File: src/rtl/axi_pkg.sv
// rtl/axi_pkg.sv - shared AXI write-path encodings, state enum and helpers
package axi_pkg;

  typedef enum logic [1:0] {
    BURST_FIXED = 2'b00,
    BURST_INCR  = 2'b01,
    BURST_WRAP  = 2'b10,
    BURST_RSVD  = 2'b11
  } burst_t;

  typedef enum logic [1:0] {
    RESP_OKAY   = 2'b00,
    RESP_SLVERR = 2'b10
  } resp_t;

  typedef enum logic [1:0] {
    ST_IDLE = 2'b00,
    ST_DATA = 2'b01,
    ST_RESP = 2'b10
  } state_t;

  // WRAP bursts are only defined for 2, 4, 8 or 16 beats
  function automatic logic wrap_len_ok(input logic [7:0] len);
    return (len == 8'd1) || (len == 8'd3) || (len == 8'd7) || (len == 8'd15);
  endfunction

endpackage

File: src/rtl/axi_burst_addr_gen.sv
// rtl/axi_burst_addr_gen.sv - combinational next-beat address for FIXED/INCR/WRAP bursts
module axi_burst_addr_gen
  import axi_pkg::*;
#(
  parameter int AW = 32
) (
  input  logic [AW-1:0] addr,
  input  logic [2:0]    size,
  input  logic [7:0]    len,
  input  logic [1:0]    burst,
  output logic [AW-1:0] next_addr
);

  localparam logic [AW-1:0] ONE = {{(AW-1){1'b0}}, 1'b1};

  logic [AW-1:0] bytes;
  logic [AW-1:0] aligned;
  logic [AW-1:0] incr_addr;
  logic [AW-1:0] total;
  logic [AW-1:0] wrap_mask;

  // Align the current address to the beat size, step one beat, then fold into the wrap window
  always_comb begin
    bytes     = ONE << size;
    aligned   = addr & ~(bytes - ONE);
    incr_addr = aligned + bytes;
    total     = ({{(AW-8){1'b0}}, len} + ONE) << size;
    wrap_mask = total - ONE;
    case (burst)
      BURST_FIXED: next_addr = addr;
      BURST_WRAP:  next_addr = (addr & ~wrap_mask) | (incr_addr & wrap_mask);
      // Reserved bursts never write memory, so any progression is acceptable; reuse INCR
      default:     next_addr = incr_addr;
    endcase
  end

endmodule

File: src/rtl/axi_wr_slave.sv
// rtl/axi_wr_slave.sv - AXI4 write slave endpoint driving a simple memory write port
module axi_wr_slave
  import axi_pkg::*;
#(
  parameter int AW       = 32,
  parameter int DW       = 64,
  parameter int MAX_SIZE = 3
) (
  input  logic            axi_aclk,
  input  logic            rst,
  input  logic [AW-1:0]   axi_awaddr,
  input  logic [7:0]      axi_awlen,
  input  logic [2:0]      axi_awsize,
  input  logic [1:0]      axi_awburst,
  input  logic            axi_awvalid,
  output logic            axi_awready,
  input  logic [DW-1:0]   axi_wdata,
  input  logic [DW/8-1:0] axi_wstrb,
  input  logic            axi_wlast,
  input  logic            axi_wvalid,
  output logic            axi_wready,
  output logic [1:0]      axi_bresp,
  output logic            axi_bvalid,
  input  logic            axi_bready,
  output logic            mem_we,
  output logic [AW-1:0]   mem_addr,
  output logic [DW-1:0]   mem_wdata,
  output logic [DW/8-1:0] mem_wstrb
);

  localparam logic [2:0] MAX_SIZE_L = 3'(MAX_SIZE);

  state_t        state_q;
  logic          awready_q;
  logic          wready_q;
  logic          bvalid_q;
  logic [1:0]    bresp_q;
  logic [AW-1:0] addr_q;
  logic [7:0]    len_q;
  logic [2:0]    size_q;
  logic [1:0]    burst_q;
  logic [7:0]    beat_cnt_q;
  logic          err_q;

  logic [7:0]    beat_cnt_d;
  logic          err_d;
  logic [AW-1:0] next_addr;
  logic          w_hs;
  logic          beat_last;
  logic          mismatch;
  logic          illegal_aw;

  axi_burst_addr_gen #(
    .AW(AW)
  ) u_addr_gen (
    .addr      (addr_q),
    .size      (size_q),
    .len       (len_q),
    .burst     (burst_q),
    .next_addr (next_addr)
  );

  // Per-beat decode: handshake, expected-last, wlast mismatch and AW legality
  always_comb begin
    w_hs       = axi_wvalid && wready_q;
    beat_last  = (beat_cnt_q == len_q);
    mismatch   = (axi_wlast != beat_last);
    beat_cnt_d = beat_cnt_q + 8'd1;
    err_d      = err_q || mismatch;
    illegal_aw = (axi_awburst == BURST_RSVD) ||
                 (axi_awsize > MAX_SIZE_L) ||
                 ((axi_awburst == BURST_WRAP) && !wrap_len_ok(axi_awlen));
  end

  // Burst FSM: address capture, beat counting/addressing and B response, all outputs registered
  always_ff @(posedge axi_aclk or posedge rst) begin
    if (rst) begin
      state_q    <= ST_IDLE;
      awready_q  <= 1'b1;
      wready_q   <= 1'b0;
      bvalid_q   <= 1'b0;
      bresp_q    <= RESP_OKAY;
      addr_q     <= '0;
      len_q      <= 8'd0;
      size_q     <= 3'd0;
      burst_q    <= 2'd0;
      beat_cnt_q <= 8'd0;
      err_q      <= 1'b0;
    end else begin
      case (state_q)
        ST_IDLE: begin
          if (axi_awvalid && awready_q) begin
            addr_q     <= axi_awaddr;
            len_q      <= axi_awlen;
            size_q     <= axi_awsize;
            burst_q    <= axi_awburst;
            beat_cnt_q <= 8'd0;
            err_q      <= illegal_aw;
            awready_q  <= 1'b0;
            wready_q   <= 1'b1;
            state_q    <= ST_DATA;
          end
        end
        ST_DATA: begin
          if (w_hs) begin
            beat_cnt_q <= beat_cnt_d;
            addr_q     <= next_addr;
            err_q      <= err_d;
            // Termination follows the len count only; wlast merely flags errors
            if (beat_last) begin
              wready_q <= 1'b0;
              bvalid_q <= 1'b1;
              bresp_q  <= err_d ? RESP_SLVERR : RESP_OKAY;
              state_q  <= ST_RESP;
            end
          end
        end
        ST_RESP: begin
          if (axi_bready) begin
            bvalid_q  <= 1'b0;
            awready_q <= 1'b1;
            state_q   <= ST_IDLE;
          end
        end
        default: begin
          state_q <= ST_IDLE;
        end
      endcase
    end
  end

  assign axi_awready = awready_q;
  assign axi_wready  = wready_q;
  assign axi_bvalid  = bvalid_q;
  assign axi_bresp   = bresp_q;

  // Zero-latency write port: a beat commits only if the burst and this beat are both clean
  assign mem_we    = w_hs && !err_q && !mismatch;
  assign mem_addr  = addr_q;
  assign mem_wdata = axi_wdata;
  assign mem_wstrb = axi_wstrb;

endmodule

File: config.mk
export PLATFORM = sky130hd
export DESIGN_NAME = axi_wr_slave
export DESIGN_NICKNAME = d
export VERILOG_FILES = /design/src/rtl/axi_pkg.sv /design/src/rtl/axi_burst_addr_gen.sv /design/src/rtl/axi_wr_slave.sv
export SDC_FILE = /design/constraint.sdc
export NUM_CORES = 1
export LEC_CHECK = 0
export CAP_MARGIN = 40
export CORE_MARGIN = 2
export CORE_UTILIZATION = 49
export DETAILED_ROUTE_END_ITERATION = 8
export PLACE_DENSITY = 0.95
export SKIP_CTS_REPAIR_TIMING = 1
export SLEW_MARGIN = 10
export SYNTH_ARGS = -nofsm -noshare
export SYNTH_HDL_FRONTEND = slang
export SYNTH_SLANG_ARGS = --single-unit
File: constraint.sdc
create_clock -name axi_aclk -period 7.6 [get_ports axi_aclk]
set_input_delay 1.9 -clock axi_aclk [delete_from_list [all_inputs] [get_ports axi_aclk]]
set_output_delay 1.9 -clock axi_aclk [all_outputs]
set_load 0.02 [all_outputs]
### Word-level counts from Yosys, hierarchy flattened

Cells that the tools add are included.

* flip-flop bits (word level): 61
* input port bits: 123
* output and inout port bits: 110
* logic and storage cells: 95

* add/sub/neg operators: 5
* order comparisons: 1
* eq/ne operators: 16
* shift-type cells: 2
* muxes and demuxes: 27
* bitwise operators: 6
* reductions and logical operators: 27

Operator list (number)
* one-hot mux 32 bit (2 select lines): 2
* AND 32 bit: 3
* 2-to-1 mux 32 bit: 2
* NOT 32 bit: 2
* subtractor 32 x 1 -> 32 bit (second input constant): 2
* adder 32 bit: 1
* bitwise OR 32 bit: 1
* left shift 1 x 3 -> 32 bit (first input constant): 1
* left shift 32 x 3 -> 32 bit: 1
* 2-to-1 mux 8 bit: 2
* one-hot mux 8 bit (2 select lines): 1
* AND reduction 4 bit: 4
* 2-to-1 mux 1 bit: 10
* 2-to-1 mux 2 bit: 5
* != test 2 bit (second input constant): 5
* adder 8 x 1 -> 9 bit (second input constant): 1
* AND reduction 3 bit: 3
* adder 8 x 1 -> 8 bit (second input constant): 1
* == test 2 bit (second input constant): 4
* == test 8 x 1 -> 1 bit (second input constant): 1
* == test 8 x 2 -> 1 bit (second input constant): 1
* == test 8 x 3 -> 1 bit (second input constant): 1
* == test 8 x 4 -> 1 bit (second input constant): 1
* == test 8 bit: 1
* 11 further kinds: 28

### Longest topological paths before layout

* depth after elaboration: 10
* gate-level depth with buffers: 17

### Cells and area by module

Synthesis repeated with hierarchy kept, for this count alone.

* cell total of the unflattened synthesis: 732
* area total of the unflattened synthesis: 5889.4 µm²

Modules (own cells, without submodules)
* axi_wr_slave: instances 1, cells an instance 339, area each 3415.8 µm², sequential area each 1502.7 µm²
* axi_burst_addr_gen: instances 1, cells an instance 393, area each 2473.6 µm², sequential area each 0.0 µm²

### Least setup slack after synthesis

OpenSTA, ideal clock, no wires.

* path kind: input to output
* start point: in axi_wlast
* end point: out mem_we
* arrival: 2599 ps
* required time: 5700 ps
* slack: 3101 ps
* stages on the path: 2
* buffers on the path: 0
* path through: xor2_1 -> nor3b_1

* longest elaborated chain between the ends: 3

Ends and longest elaborated chain
* start, declared: RTL line axi_wr_slave.sv:19 `input logic axi_wlast,`
* != test 1 bit: RTL line axi_wr_slave.sv:67 `mismatch = (axi_wlast != beat_last);`
* logical NOT 1 bit: RTL line axi_wr_slave.sv:138 `assign mem_we = w_hs && !err_q && !mismatch;`
* logical AND 1 bit: RTL line axi_wr_slave.sv:138
* end, declared: RTL line axi_wr_slave.sv:25 `output logic mem_we,`

No other way between the ends.

### Final worst setup path

Ends and elaborated chain as after synthesis.

==> results_dict.tcl <==
set metrics [dict create \
    status "complete, no violations" \
    path_delay_family "buffers and inverters" \
    yosys_most_used_dff "dfrtp_1" \
    cp_max_fo 2 \
    placed_area_um2 6320 \
    max_stage_delay_ns 0.63 \
    fin_worst_skew_ns 0.00991 \
    async_reset_ff_share_pct 100 \
    syn_area_per_cell_um2 7.66 \
    drc 0 \
    clock_latency_ns 0.34 \
    setup_violations 0 \
    layoutNonFillerInstCount 915 \
    port_buffers 87 \
    grt_pass1_vias 5577 \
    viasPerCell 6.56 \
    finalWirelength_um 17000 \
    synth_edf_count 0 \
    crit_start "axi_wlast" \
    hold_depth 2 \
    core_um2 11900 \
    grt_usage_pct 26.2 \
    fmax_mhz 189 \
    die_height_um 114 \
    power_density_nw_per_um2 253 \
    crit_buf_inv 2 \
    rsz0062_at_grt "false" \
    final_common_cell "nand2_1" \
    cp.depth 4 \
    die_area_um2 13000 \
    ios 233 \
    hold_viol 0 \
    peakVddDrop_uv 123 \
    cts-root-buf "clkbuf_16" \
    relSlewSlack_pct 40.9 \
    cts_buffer_depth 2 \
    synthTopCellsByArea "dfrtp_1 (25%), buf_4 (9.9%), nand2_1 (6.7%)" \
    min_period_over_period_pct 69.7 \
    final_util_pct 55.6 \
    final_nets 895 \
    rows 40 \
    hp-class "reg -> reg" \
    critPathRequiredTime_ns 5.70 \
    worstHoldStart "axi_bresp[1]$_DFFE_PP0P_" \
    grt_max_degree 61 \
    cts_tree "built" \
    synth_top_cell_area_share_pct 24.8 \
    crit_type "in -> out" \
    grt_first_pass_wirelength_um 27600 \
    n_antenna_cell 0 \
    ant_nets 0 \
    drtIter0Drc 916 \
    initial_utilization_pct 49.9 \
    dpl.hpwl_um 11900 \
    maxCapViolations 0 \
    slowest_stage "clkdlybuf4s50_1" \
    leakage_nw 2.63 \
    ys_seq_elements 60 \
    report.final.slew_viol_count 0 \
    vias 6005 \
    r2r-start "size_q[1]$_DFFE_PP0P_" \
    firstDrtPassIters 8 \
    synthesis.area_um2 5940 \
    cpMostUsedCell "clkdlybuf4s50_1" \
    syn_inst 776 \
    die_w_um 114 \
    critPathLaunchType "input pin" \
    ys_seq_area_share_pct 25.3 \
    grt-ovfl-total 0 \
    syn_nets 908 \
    gp_congestion 0.972 \
    cts_made_buffers 9 \
    reg2reg_depth 12 \
    drive_gt1_share_pct 8.20 \
    yosysTopAreaCell "dfrtp_1" \
    dp_cells 899 \
    finalInstanceArea_um2 6620 \
    path_cells "clkdlybuf4s50_1, xor2_1, nor3b_1, clkdlybuf4s50_1" \
    min_period_ns 5.30 \
    ys_warn_count 0 \
    tightest_slew_ns 0.879 \
    fin_setup_tns_ns 0 \
    antenna_found_initial 0 \
    cts_sinks 60 \
    cts_max_level 3 \
    wl_per_cell_um 18.6 \
    synth_cell_type_count 86 \
    mostFrequentLayoutCells "nand2_1 (106), clkdlybuf4s50_1 (87), dfrtp_1 (59)" \
    path_clk_slew_ns 0.05 \
    cp-end-kind "primary output" \
    arrival_ns 3.40 \
    area_growth_syn_to_layout_pct 11.5 \
]
## final timing paths
path	endpoint	slack, ns
min in group asynchronous	asynchronous set/reset pin	2.11
worst min-delay path	axi_bresp[1]$_DFFE_PP0P_	0.50
worst max register to register	register	3.24
worst max-delay path	mem_we	2.30
worst min register to register	axi_bresp[1]$_DFFE_PP0P_	0.50
max in group asynchronous	len_q[4]$_DFFE_PP0P_	4.97
## metal layers
layer	global-route usage [%]	vias to the layer above	part of all wire, %
met5	0	-	0
met4	9.84	0	2.7
met3	6.56	79	9.9
met2	41.7	397	47
met1	34.4	2805	41
li1	-	2724	-
## power breakdown
| part | internal [mW] | total, mW | switching [mW] |
|---|---|---|---|
| sequential | 0.400 | 0.536 | 0.136 |
| clock | 0.271 | 0.426 | 0.156 |
| combinational | 0.322 | 0.713 | 0.390 |
## cell type report
cell class / count / area [um2]
Clock buffer: 12 / 256
Clock inverter: 4 / 47.5
Fill cell: 1023 / 5290
Inverter: 16 / 60.1
Multi-Input combinational cell: 577 / 3610
Sequential cell: 60 / 1500
Tap cell: 147 / 184
Timing Repair Buffer: 99 / 966
## metrics by stage
stage               setup slack (ns)  power [mW]  hold slack [ns]
CTS                             2.30        1.66            0.504
global route                    2.21        1.76            0.540
floorplan                       3.10        1.01            0.505
global placement                2.32        1.20            0.473
finish                          2.30        1.68            0.496
detailed placement              2.32        1.23            0.491
## worst reg2reg max path, cell delays in order, from the launching register on
cell	delay, ns
dfrtp_1	0.59
nor3_1	0.59
inv_1	0.10
ha_1	0.32
nand2b_1	0.20
o21ai_0	0.24
nand4_1	0.17
a211o_1	0.32
a21boi_1	0.44
o21ai_0	0.33
or3_1	0.46
o41ai_1	0.31
a22o_1	0.22
## logic make-up (layout without fill, tap and decap cells)
family,count (synthesis),count (layout),share of synthesized area (%)
buffers and inverters,139,131,14.1
adder cells (fa/ha/maj),9,9,1.90
AND/OR/NAND/NOR,300,300,25.5
flip-flops,60,60,25.3
multiplexers,12,12,2.17
other,1,1,0.0631
AO/OA/AOI/OAI,214,214,24.9
XOR/XNOR,41,41,6.04
## cell usage after synthesis, types with 6 or more instances
cell and count:
nor2_1 51, buf_4 78, o31ai_1 8, nand2_1 106, o21ai_0 50, and3_1 7
o21a_1 10, nand3_1 23, o211ai_1 15, nand4_1 19, inv_1 16, nor4_1 6
a21oi_1 36, and2_1 8, xnor2_1 21, nor3_1 16, ha_1 9, mux2_2 7
a31oi_1 13, or3_1 10, nor2b_1 6, clkbuf_1 32, dfrtp_1 59, o2111ai_1 6
or2_2 7, xor2_1 20, nand2b_1 14
(Power assumes the default switching activity.)
